**config.mk**
```make
export PLATFORM = sky130hd
export DESIGN_NAME = rr_dequeue
export DESIGN_NICKNAME = d
export VERILOG_FILES = /design/src/rtl/rr_dequeue.sv
export SDC_FILE = /design/constraint.sdc
export NUM_CORES = 1
export LEC_CHECK = 0
export CORE_MARGIN = 1.5
export CORE_UTILIZATION = 49
export CTS_CLUSTER_SIZE = 25
export DETAILED_ROUTE_END_ITERATION = 10
export HOLD_SLACK_MARGIN = 0.05
export PLACE_DENSITY = 0.9
export SLEW_MARGIN = 20
export SYNTH_ARGS = -nofsm -noshare
export SYNTH_HDL_FRONTEND = slang
export SYNTH_SLANG_ARGS = --single-unit
```
**constraint.sdc**
```tcl
create_clock -name clk -period 5.7 [get_ports clk]
set_clock_uncertainty 0.15 [all_clocks]
set_input_delay 1.14 -clock clk [delete_from_list [all_inputs] [get_ports clk]]
set_output_delay 1.14 -clock clk [all_outputs]
set_load 0.01 [all_outputs]
```
**src/rtl/rr_dequeue.sv**
```systemverilog
// rtl/rr_dequeue.sv - dequeue stage between the round-robin arbiter and its FIFO bank
// Pops the selected FIFO, captures its word one cycle later, and counts dequeues per queue.
module rr_dequeue #(
  parameter int QUEUE_QUANTITY = 4,
  parameter int DATA_BITS      = 8,
  parameter int COUNT_BITS     = 8,
  localparam int SEL_BITS      = $clog2(QUEUE_QUANTITY)
) (
  input  logic                                 clk,
  input  logic                                 rst,
  input  logic                                 enb,
  input  logic                                 pause,
  input  logic [SEL_BITS-1:0]                  selector,
  input  logic                                 selector_enb,
  input  logic [QUEUE_QUANTITY-1:0]            buf_empty,
  input  logic [QUEUE_QUANTITY*DATA_BITS-1:0]  fifo_data,
  output logic [QUEUE_QUANTITY-1:0]            pop,
  output logic                                 rr_advance,
  output logic [DATA_BITS-1:0]                 data_out,
  output logic [SEL_BITS-1:0]                  data_src,
  output logic                                 valid_out,
  output logic [QUEUE_QUANTITY*COUNT_BITS-1:0] dq_count
);

  typedef enum logic [1:0] {
    IDLE  = 2'd0,
    READ  = 2'd1,
    LATCH = 2'd2
  } state_t;

  state_t               state;
  logic [SEL_BITS-1:0]  sel_q;
  logic [COUNT_BITS-1:0] cnt_q [QUEUE_QUANTITY];
  logic [DATA_BITS-1:0] fifo_word [QUEUE_QUANTITY];
  logic                 start_ok;

  for (genvar g = 0; g < QUEUE_QUANTITY; g++) begin : g_lanes
    assign fifo_word[g]                             = fifo_data[g*DATA_BITS +: DATA_BITS];
    assign dq_count[g*COUNT_BITS +: COUNT_BITS]     = cnt_q[g];
  end

  // An empty selected FIFO must never be popped, even if the arbiter offers it.
  assign start_ok = enb && !pause && selector_enb && !buf_empty[selector];

  always_ff @(posedge clk or posedge rst) begin
    if (rst) begin
      state      <= IDLE;
      sel_q      <= '0;
      pop        <= '0;
      rr_advance <= 1'b0;
      data_out   <= '0;
      data_src   <= '0;
      valid_out  <= 1'b0;
      for (int i = 0; i < QUEUE_QUANTITY; i++) begin
        cnt_q[i] <= '0;
      end
    end else begin
      valid_out <= 1'b0;
      case (state)
        IDLE: begin
          if (start_ok) begin
            pop        <= QUEUE_QUANTITY'(1) << selector;
            rr_advance <= 1'b1;
            sel_q      <= selector;
            state      <= READ;
          end else begin
            pop        <= '0;
            rr_advance <= 1'b0;
          end
        end
        READ: begin
          pop        <= '0;
          rr_advance <= 1'b0;
          state      <= LATCH;
        end
        LATCH: begin
          // The FIFO word for sel_q is on fifo_data now: one cycle after its pop.
          data_out     <= fifo_word[sel_q];
          data_src     <= sel_q;
          valid_out    <= 1'b1;
          cnt_q[sel_q] <= cnt_q[sel_q] + COUNT_BITS'(1);
          state        <= IDLE;
        end
        default: begin
          pop        <= '0;
          rr_advance <= 1'b0;
          state      <= IDLE;
        end
      endcase
    end
  end

endmodule

```
== Yosys cells after proc, flatten, opt, wreduce, memory -nomap -nowiden ==
Cells that the tools add are included.

* Flip-flop bits (word level): 52
* Input port bits: 43
* Output and inout port bits: 48

* $add $sub $neg: 1
* Order comparisons: 3
* Equality and inequality tests: 3
* Shift-type cells: 1
* Muxes and demuxes: 18
* Bitwise gates (word level): 1
* Reduce and logical (&&, ||, !) cells: 8

{| class="wikitable"
|+ Operators by type and width
! cell !! number
|-
| $mux W8 || 5
|-
| $bmux W8 S2 || 2
|-
| $bwmux W32 || 1
|-
| $demux W8 S2 || 1
|-
| $add A8 B1 Y8 const B || 1
|-
| $pmux W4 S2 || 1
|-
| $logic_and A1 B1 Y1 || 4
|-
| $mux W4 || 1
|-
| $pmux W2 S2 || 1
|-
| $shl A1 B2 Y4 const A || 1
|-
| $ge A3 B3 Y1 const B || 1
|-
| $lt A2 B3 Y1 const B || 1
|-
| $lt A3 B1 Y1 const B || 1
|-
| $mux W1 || 3
|-
| $not A2 Y3 || 1
|-
| $bmux W1 S2 || 1
|-
| $eq A2 B1 Y1 const B || 1
|-
| $eq A2 B2 Y1 const B || 1
|-
| $logic_not A1 Y1 || 2
|-
| $logic_not A2 Y1 || 1
|-
| $mux W2 || 1
|-
| $ne A2 B2 Y1 const B || 1
|-
| $pmux W1 S2 || 1
|-
| $reduce_and A2 Y1 || 1
|}

== Logic depth before layout (Yosys ltp) ==
Gate-level depths: netlist of the first run.

* Word-level depth: 6
* Gate-level depth with buffers: 9

== Least setup slack after synthesis of the first run ==
No wires, ideal clock.

* Kind: input to register
* Start: input port pause
* End: register sel_q[0]
* Data arrival time: 2.350 ns
* Required time: 5.425 ns
* Slack: 3.076 ns
* Cell stages on the path: 3
* Path buffers: 0
* Cells stage by stage: or4bb_1 nor3_2 mux2_2

* Cells in the longest elaborated chain, start to end: 5

{| class="wikitable"
|+ Ends and longest elaborated chain
! item !! line !! text
|-
| start, declared || 12 || <nowiki>input logic pause,</nowiki>
|-
| $logic_not A1 Y1 || 43 || <nowiki>assign start_ok = enb && !pause && selector_enb && !buf_empty[selector];</nowiki>
|-
| $logic_and A1 B1 Y1 (3 in series) || 43 ||
|-
| $reduce_and A2 Y1 (no line) || n/a ||
|-
| end signal, assigned || 64 || <nowiki>sel_q <= selector;</nowiki>
|-
| end, declared || 32 || <nowiki>logic [SEL_BITS-1:0] sel_q;</nowiki>
|}

Every way passes these cells.
A chain may end at the register's enable or synchronous reset.

== Final worst setup path of the first run ==
* Start: input port selector[0]
* End: register sel_q[0]

* Cells in the longest elaborated chain, start to end: 5

{| class="wikitable"
|+ Ends and longest elaborated chain
! item !! line !! text
|-
| start, declared || 13 || <nowiki>input logic [SEL_BITS-1:0] selector,</nowiki>
|-
| $bmux W1 S2 || 43 ||
|-
| $mux W1 (implied by the code) || 43 ||
|-
| $logic_not A1 Y1 || 43 ||
|-
| $logic_and A1 B1 Y1 || 43 ||
|-
| $reduce_and A2 Y1 (no line) || n/a ||
|}

Several ways; a longest one is shown, not always the timed one. The select of a mux whose other input is x is not followed.

==> results of run 1 <==
per-layer routing:
metal  global-route usage, %  wire (µm)  up-vias
met5                       0          0        -
met3                   2.994        165        7
met1                   29.14       2704     1028
met2                   37.86       3332       42
met4                   5.556         71        0
li1                        -          -      955
stage by stage:
step	area, µm²	util, %	hold WS [ps]	total power (µW)	worst slack (ps)
floorplan	2656	-	317.8	878.3	3076
global route	3706	71.65	348.4	1459	2495
finish	3706	71.65	320.4	1380	2669
CTS	3705	71.63	324.8	1390	2669
global placement	3608	69.76	305.1	1151	2432
detailed placement	3608	69.76	312.7	1169	2394
synthesized netlist by cell type, types with 4 or more instances:
| master | n | area, µm² |
|---|---|---|
| mux2_2 | 24 | 270.3 |
| mux4_2 | 16 | 360.4 |
| nand2_1 | 16 | 60.06 |
| nand3_1 | 9 | 45.04 |
| a32o_1 | 4 | 40.04 |
| buf_2 | 6 | 30.03 |
| xor2_1 | 6 | 52.55 |
| nand4b_1 | 4 | 35.03 |
| a21oi_1 | 12 | 60.06 |
| nor3_1 | 4 | 20.02 |
| dfrtp_1 | 52 | 1301 |
| nor2_1 | 13 | 48.80 |
| nor2b_1 | 5 | 31.28 |
| clkbuf_1 | 7 | 26.28 |
| inv_1 | 4 | 15.01 |
| o21ai_0 | 4 | 20.02 |
report_power, final:
part           internal, µW  switching, µW  leakage (µW)  total, µW
Clock                   108            113     0.0000503        222
Combinational           346            247      0.000813        593
Sequential              469           96.4      0.000678        565
Total                   923            457       0.00154       1380
cell type report:
type                            count  area (µm²)  area share [%]
Clock buffer                        7       96.34           2.600
Inverter                            4       16.27          0.4389
Multi-Input combinational cell    142        1266           34.17
Sequential cell                    52        1301           35.11
Tap cell                           70       87.58           2.363
Timing Repair Buffer               95       938.4           25.32
state kept, by name, indices dropped and copies added (netlist names):
| register | cells |
|---|---|
| data_out | 8 |
| data_src | 2 |
| dq_count | 32 |
| pop | 4 |
| rr_advance | 1 |
| sel_q | 2 |
| state | 2 |
| valid_out | 1 |
cell families after synthesis:
family                     Yosys count  share of synthesized area [%]
and+or+nand+nor                     68                          14.55
DFF                                 52                          48.99
muxes                               40                          23.74
AOI/OAI and AO/OA                   26                          6.124
buffers and inverters               21                          3.815
xor gates and xnor gates             7                          2.308
adders and majority gates            1                         0.4710
path summary, 6_finish.rpt:
check	to	start	slack (ps)	cells after the start
setup / recovery	sel_q[0]$_DFFE_PP0P_	selector[0]	2670	4
hold / removal	dq_count[15]$_DFFE_PP0P_	dq_count[15]$_DFFE_PP0P_	320	1
setup reg to reg	dq_count[30]$_DFFE_PP0P_	sel_q[0]$_DFFE_PP0P_	2700	7
hold reg to reg	dq_count[15]$_DFFE_PP0P_	dq_count[15]$_DFFE_PP0P_	320	1
max in group asynchronous	pop[0]$_DFFE_PP0N_	rst	3710	2
min in group asynchronous	data_out[5]$_DFFE_PP0P_	rst	1160	2
==> metrics.txt, run 1 <==
synthesized area 2656 µm²; TritonRoute pass-1 iters 4; RSZ-0062 raised after global routing false; Final nets 344; die area 5871 µm²; CTS tree done; clock-pin slew on the worst setup and hold paths 90 ps; area grow syn2layout 39.52%; Top delay family on crit path multiplexers; clk_lat worst skew 300 ps; Final Critical Period 3031 ps; # rows 26; first-pass GRT wire length 10150 µm; Power Density 372.3 nW/µm²; Static Leak 0.001541 µW; Worst EP arrival 3070 ps; Vias/cell 5.492; largest net degree at the start of global routing 53; vias in the first global route 2075; Slowest-stage cell, CP clkdlybuf4s50_1; CTS root buffer clkbuf_8; IO Count 91; most frequent cells in the layout clkdlybuf4s50_1, dfrtp_1, mux2_2; Fillers 353; Worst Max-Slew Pin Slew 989.4 ps; DPL Wire Length 4529 µm; library cells used by synthesis 35; H-tree depth 2; Congestion Overflow GR 0; Die X 76.63 µm; fmax 329.9 MHz; Die Y 76.63 µm; Peak VDD IR 0.2319 mV; post-cts sizing count 0; IO buf count 90; RD Place Congestion 0.7635; syn nets 259; worst rel slew slack 34.04%; core region area 5172 µm²; # Max-Cap Violations 0; DRT Wirelength 6273 µm; ys async rst share 100.0%; setup violators final 0; Initial Utilization 51.35%; initial antenna violation count 0; diode count 0; kind of critical path input port to register; Hold/Removal Path Class register to register; Via Count 2032; Final period util 53.18%; drt drc 0; CTS buffer count 5; synthesized area per cell 12.35 µm²; CP Max Fanout 8; setup TNS 0 ps; share of cells above drive strength 1 19.33%; final hold vios 0; status finished, final reports clean; Post-synth EDFFs 0; TritonCTS Sinks 52; Bufs on Longest Clock Path 2; hold buffers post-CTS 0; synthesis warning total 0; ANT nets after route 0; Iteration-0 DRC Markers 134; overall routing resource usage 21.89%; worst path cell trace clkdlybuf4s50_1, mux4_2, nor3_2, mux2_2; Gate Count Post-Synth 215; number of setup buffers added after CTS 0; commonest non-fill, non-tap cell in the layout clkdlybuf4s50_1; Seq cells post-synth 52; Buf/Inv on CP 1; Seq/Total Area, Yosys 48.99%; Main synth FF type dfrtp_1; Cells after DPL 363; Slew Viols, Final 0; Worst EP required 5740 ps; crit path launch type input port; final cell count without fillers 370; crit end category register; WL/cell 16.95 µm; crit-path max cell delay 570 ps
Note: power is estimated with default switching activity, not from simulation.
==> inputs of run 2 (changes only) <==
--- a/config.mk
+++ b/config.mk
@@ -6,11 +6,11 @@
 export NUM_CORES = 1
 export LEC_CHECK = 0
 export CORE_MARGIN = 1.5
-export CORE_UTILIZATION = 49
+export CORE_UTILIZATION = 45
 export CTS_CLUSTER_SIZE = 25
 export DETAILED_ROUTE_END_ITERATION = 10
 export HOLD_SLACK_MARGIN = 0.05
-export PLACE_DENSITY = 0.9
+export PLACE_DENSITY = 0.84
 export SLEW_MARGIN = 20
 export SYNTH_ARGS = -nofsm -noshare
 export SYNTH_HDL_FRONTEND = slang
==> constraint.sdc (replaced) <==
create_clock -name clk -period 3.2 [get_ports clk]
set_clock_uncertainty 0.15 [all_clocks]
set_input_delay 0.64 -clock clk [delete_from_list [all_inputs] [get_ports clk]]
set_output_delay 0.64 -clock clk [all_outputs]
set_load 0.01 [all_outputs]
==> run 2 against run 1 <==
Final cell count is 1.6% higher. Sequential power is 72% higher. Worst hold slack worse by 5.0 ps. Via count is 3.4% higher.
==> metrics.txt, run 2 (same netlist as run 1, synthesis figures left out) <==
max reg flops 32 (unchanged); overall routing resource usage 20.96% (-0.92 points); drt drc 0 (unchanged); hold path endpoint dq_count[15]$_DFFE_PP0P_; Bufs on Longest Clock Path 2 (unchanged); Final nets 347 (+0.87%); FF-to-FF path depth 5 (-2); Via Count 2102 (+3.4%); final hold vios 0 (unchanged); CTS buffer count 5 (unchanged); initial antenna violation count 0 (unchanged); fmax 383.0 MHz; core region area 5608 µm² (+8.4%); Worst EP required 3290 ps (-2450 ps); Final WS setup 589.1 ps (-2080 ps); status finished, final reports clean; clk_lat worst skew 300 ps (about the same); TritonRoute pass-1 iters 4 (unchanged); area grow syn2layout 41.31%; crit end category register; IO buf count 90 (unchanged); CP Max Fanout 16 (+8); Final period util 81.59%; Final Critical Period 2611 ps; R2R Path End dq_count[30]$_DFFE_PP0P_; worst r2r src sel_q[0]$_DFFE_PP0P_; Hold/Removal Path Class register to register; Die X 79.83 µm (+4.2%); setup violators final 0 (unchanged); H-tree depth 2 (unchanged); # rows 27 (+3.8%); first-pass GRT wire length 10050 µm (-0.95%); IO Count 91 (unchanged); Power Density 668.7 nW/µm² (+80%); largest net degree at the start of global routing 28 (-47%); RSZ-0062 raised after global routing false; kind of critical path register to register; die area 6373 µm² (+8.5%); worst rel slew slack 62.61% (+29 points); commonest non-fill, non-tap cell in the layout clkdlybuf4s50_1; Static Leak 0.001565 µW (+1.5%); DPL Wire Length 4738 µm (+4.6%); diode count 0 (unchanged); TritonCTS Sinks 52 (unchanged); Die Y 79.83 µm (+4.2%); CTS root buffer clkbuf_8; Worst EP arrival 2710 ps (-360 ps); most frequent cells in the layout clkdlybuf4s50_1, dfrtp_1, mux2_2; Worst Max-Slew Pin Slew 560.1 ps (-429.3 ps); Initial Utilization 47.37% (-4.0 points); DRT Wirelength 6448 µm (+2.8%); # Max-Cap Violations 0 (unchanged); Peak VDD IR 0.4454 mV (+92%); share of cells above drive strength 1 20.07% (+0.73 points); hold buffers post-CTS 0 (unchanged); pre-CTS setup slack 328.9 ps (-2065 ps); crit path launch type register; worst hold start dq_count[15]$_DFFE_PP0P_; clock-pin slew on the worst setup and hold paths 90 ps (about the same); hold path cells 1 (unchanged); number of setup buffers added after CTS 0 (unchanged); worst reg-to-reg setup slack 590 ps (-2110 ps); ANT nets after route 0 (unchanged); Congestion Overflow GR 0 (unchanged); setup TNS 0 ps (unchanged); RD Place Congestion 0.8189 (+7.3%); Slew Viols, Final 0 (unchanged); WL/cell 17.15 µm (+1.1%); Worst Hold Slack 315.4 ps (-4.996 ps); Iteration-0 DRC Markers 143 (+6.7%); CTS tree done; post-cts sizing count 0 (unchanged); vias in the first global route 2091 (+0.77%); Vias/cell 5.590 (+1.8%)
## run 2: area by class of cell
class | count | area, µm²
Multi-Input combinational cell | 142 | 1266
Clock inverter | 2 | 35.03
Tap cell | 72 | 90.09
Inverter | 4 | 15.01
Clock buffer | 6 | 72.57
Sequential cell | 52 | 1301
Fill cell | 470 | 1854
Timing Repair Buffer | 98 | 973.4
## run 2: metrics by stage
stage                     power (µW)  cell area (µm²)  instances  utilization [%]
after floorplan                 1564             2656        215                -
after global placement          2058             3646        368            65.02
after detailed placement        2088             3646        368            65.02
after CTS                       2527             3754        376            66.93
after global routing            2646             3754        376            66.93
final                           2510             3754        376            66.93
## run 2: metal layers
layer / vias up / GRT usage, % / part of all wire [%] / routed length, µm
li1: 963 / - / - / -
met1: 1071 / 25.37 / 40 / 2561
met2: 59 / 36.36 / 53 / 3448
met3: 9 / 4.914 / 5.2 / 333
met4: 0 / 7.586 / 1.6 / 105
met5: - / 0 / 0 / 0
## run 2: worst max-delay path by stage
stage	from	end	slack (ps)	cells after the start
6_report	sel_q[0]$_DFFE_PP0P_	dq_count[30]$_DFFE_PP0P_	590	5
5_1_grt	sel_q[0]$_DFFE_PP0P_	dq_count[30]$_DFFE_PP0P_	410	5
4_1_cts	sel_q[0]$_DFFE_PP0P_	dq_count[30]$_DFFE_PP0P_	550	5
3_5_place_dp	selector[0]	sel_q[1]$_DFFE_PP0P_	330	4
3_3_place_gp	selector[0]	sel_q[0]$_DFFE_PP0P_	410	4
2_1_floorplan	sel_q[0]$_DFFE_PP0P_	dq_count[30]$_DFFE_PP0P_	870	9
## run 2: where the power goes
| group | total, µW | switching (µW) | leakage [µW] | internal, µW |
|---|---|---|---|---|
| sequential | 972 | 136 | 0.000678 | 836 |
| combinational | 1100 | 478 | 0.000831 | 621 |
| clock | 440 | 207 | 0.0000552 | 232 |
| total | 2510 | 821 | 0.00156 | 1690 |
## run 2: critical path: stages, from the launching register on
cell and delay (ps):
dfrtp_1 660, buf_4 370, mux4_2 660, or3_1 390
mux2_2 270, nand2_1 50
==> inputs of run 3 (changes only) <==
==> constraint.sdc (replaced) <==
create_clock -name clk -period 2.75 [get_ports clk]
set_clock_uncertainty 0.15 [all_clocks]
set_input_delay 0.55 -clock clk [delete_from_list [all_inputs] [get_ports clk]]
set_output_delay 0.55 -clock clk [all_outputs]
set_load 0.01 [all_outputs]
==> run 3 against run 2 <==
Clock-buffer cell count increased by 1. Worst hold slack better by 2.2 ps. Largest power group unchanged. Routed wire length is 1.3% higher. Power rose by 20%. Maximum frequency is 8.8% higher. Critical path depth rose by 1. Critical path type unchanged. Highest routed layer unchanged. Final cell count grew 1.3%.
==> metrics.txt, run 3 (same netlist as run 1, synthesis figures left out) <==
largest net degree at the start of global routing 22 (-21%); WL/cell 17.14 µm (about the same); share of cells above drive strength 1 21.68% (+1.6 points); die area 6373 µm² (unchanged); CP Max Fanout 8 (-8); RSZ-0062 raised after global routing false; TritonRoute pass-1 iters 4 (unchanged); setup violators final 0 (unchanged); Final nets 352 (+1.4%); Worst Max-Slew Pin Slew 388.2 ps (-171.9 ps); Worst EP arrival 2500 ps (-210 ps); H-tree depth 2 (unchanged); TritonCTS Sinks 52 (unchanged); Die Y 79.83 µm (unchanged); DRT Wirelength 6530 µm (+1.3%); Worst EP required 2850 ps (-440 ps); Congestion Overflow GR 0 (unchanged); ANT nets after route 0 (unchanged); RD Place Congestion 0.8312 (+1.5%); Slew Viols, Final 0 (unchanged); Hold/Removal Path Class register to register; DPL Wire Length 4731 µm (-0.15%); overall routing resource usage 21.54% (+0.57 points); CTS tree done; Via Count 2140 (+1.8%); # rows 27 (unchanged); clock-pin slew on the worst setup and hold paths 90 ps (about the same); drt drc 0 (unchanged); crit end category register; max reg flops 32 (unchanged); IO Count 91 (unchanged); first-pass GRT wire length 10540 µm (+4.9%); Worst Hold Slack 317.7 ps (+2.230 ps); CTS buffer count 5 (unchanged); commonest non-fill, non-tap cell in the layout clkdlybuf4s50_1; fmax 416.7 MHz (+8.8%); Vias/cell 5.617 (+0.47%); worst rel slew slack 74.08% (+11 points); number of setup buffers added after CTS 0 (unchanged); CTS root buffer clkbuf_8; # Max-Cap Violations 0 (unchanged); Bufs on Longest Clock Path 2 (unchanged); kind of critical path register to register; initial antenna violation count 0 (unchanged); hold buffers post-CTS 0 (unchanged); Peak VDD IR 0.3865 mV (-13%); status finished, final reports clean; IO buf count 90 (unchanged); post-cts sizing count 0 (unchanged); setup TNS 0 ps (unchanged); core region area 5608 µm² (unchanged); Initial Utilization 47.37% (unchanged); vias in the first global route 2165 (+3.5%); most frequent cells in the layout clkdlybuf4s50_1, dfrtp_1, mux2_2; Power Density 791.4 nW/µm² (+18%); Final Critical Period 2400 ps (-210.9 ps); diode count 0 (unchanged); clk_lat worst skew 310 ps (about the same); Final period util 87.27% (+5.7 points); Iteration-0 DRC Markers 161 (+13%); Die X 79.83 µm (unchanged); crit path launch type register; area grow syn2layout 42.96%; final hold vios 0 (unchanged); Static Leak 0.001595 µW (+1.9%)
run 3: critical path, stage by stage, from the launching register on:
cell	delay (ps)
dfrtp_1	510
mux4_2	490
ha_1	360
inv_1	140
or3_1	380
mux2_2	260
nand2_1	50
run 3: path summary, 6_finish.rpt:
path | start | end | slack [ps] | cells past startpoint
max | sel_q[0]$_DFFE_PP0P_ | dq_count[30]$_DFFE_PP0P_ | 350 | 6
min | dq_count[15]$_DFFE_PP0P_ | dq_count[15]$_DFFE_PP0P_ | 320 | 1
max reg2reg | sel_q[0]$_DFFE_PP0P_ | dq_count[30]$_DFFE_PP0P_ | 350 | 6
min reg2reg | dq_count[15]$_DFFE_PP0P_ | dq_count[15]$_DFFE_PP0P_ | 320 | 1
max in group asynchronous | rst | dq_count[19]$_DFFE_PP0P_ | 1480 | 3
min in group asynchronous | rst | data_out[7]$_DFFE_PP0P_ | 380 | 2
run 3: per-layer routing:
metal / vias up / track usage, % / part of all wire (%)
met1: 1080 / 29.31 / 41
met2: 75 / 35.59 / 52
met3: 9 / 3.771 / 5.9
met5: - / 0 / 0
met4: 0 / 5.862 / 1.3
li1: 976 / - / -
run 3: layout make-up:
type                       count  area (µm²)
clock inverter                 1       30.03
tap                           72       90.09
multi-input combinational    142        1266
clock buffer                   7       96.34
sequential                    52        1301
fill                         436        1810
timing repair buffer         103       998.5
inverter                       4       15.01
run 3: through the flow:
stage,util (%),power (µW),setup slack [ps],area [µm²],std cells
4_1_cts,67.72,3028,336.3,3797,381
6_report,67.72,3005,350.0,3797,381
2_1_floorplan,-,1820,419.2,2656,215
3_3_place_gp,65.46,2418,260.1,3671,373
3_5_place_dp,65.46,2454,217.3,3671,373
5_1_grt,67.72,3182,204.1,3797,381
run 3: power by group:
| group | total (µW) | switching (µW) | internal, µW |
|---|---|---|---|
| registers | 1130 | 157 | 973 |
| clock network | 567 | 246 | 321 |
| logic | 1310 | 567 | 741 |
| total | 3010 | 970 | 2040 |
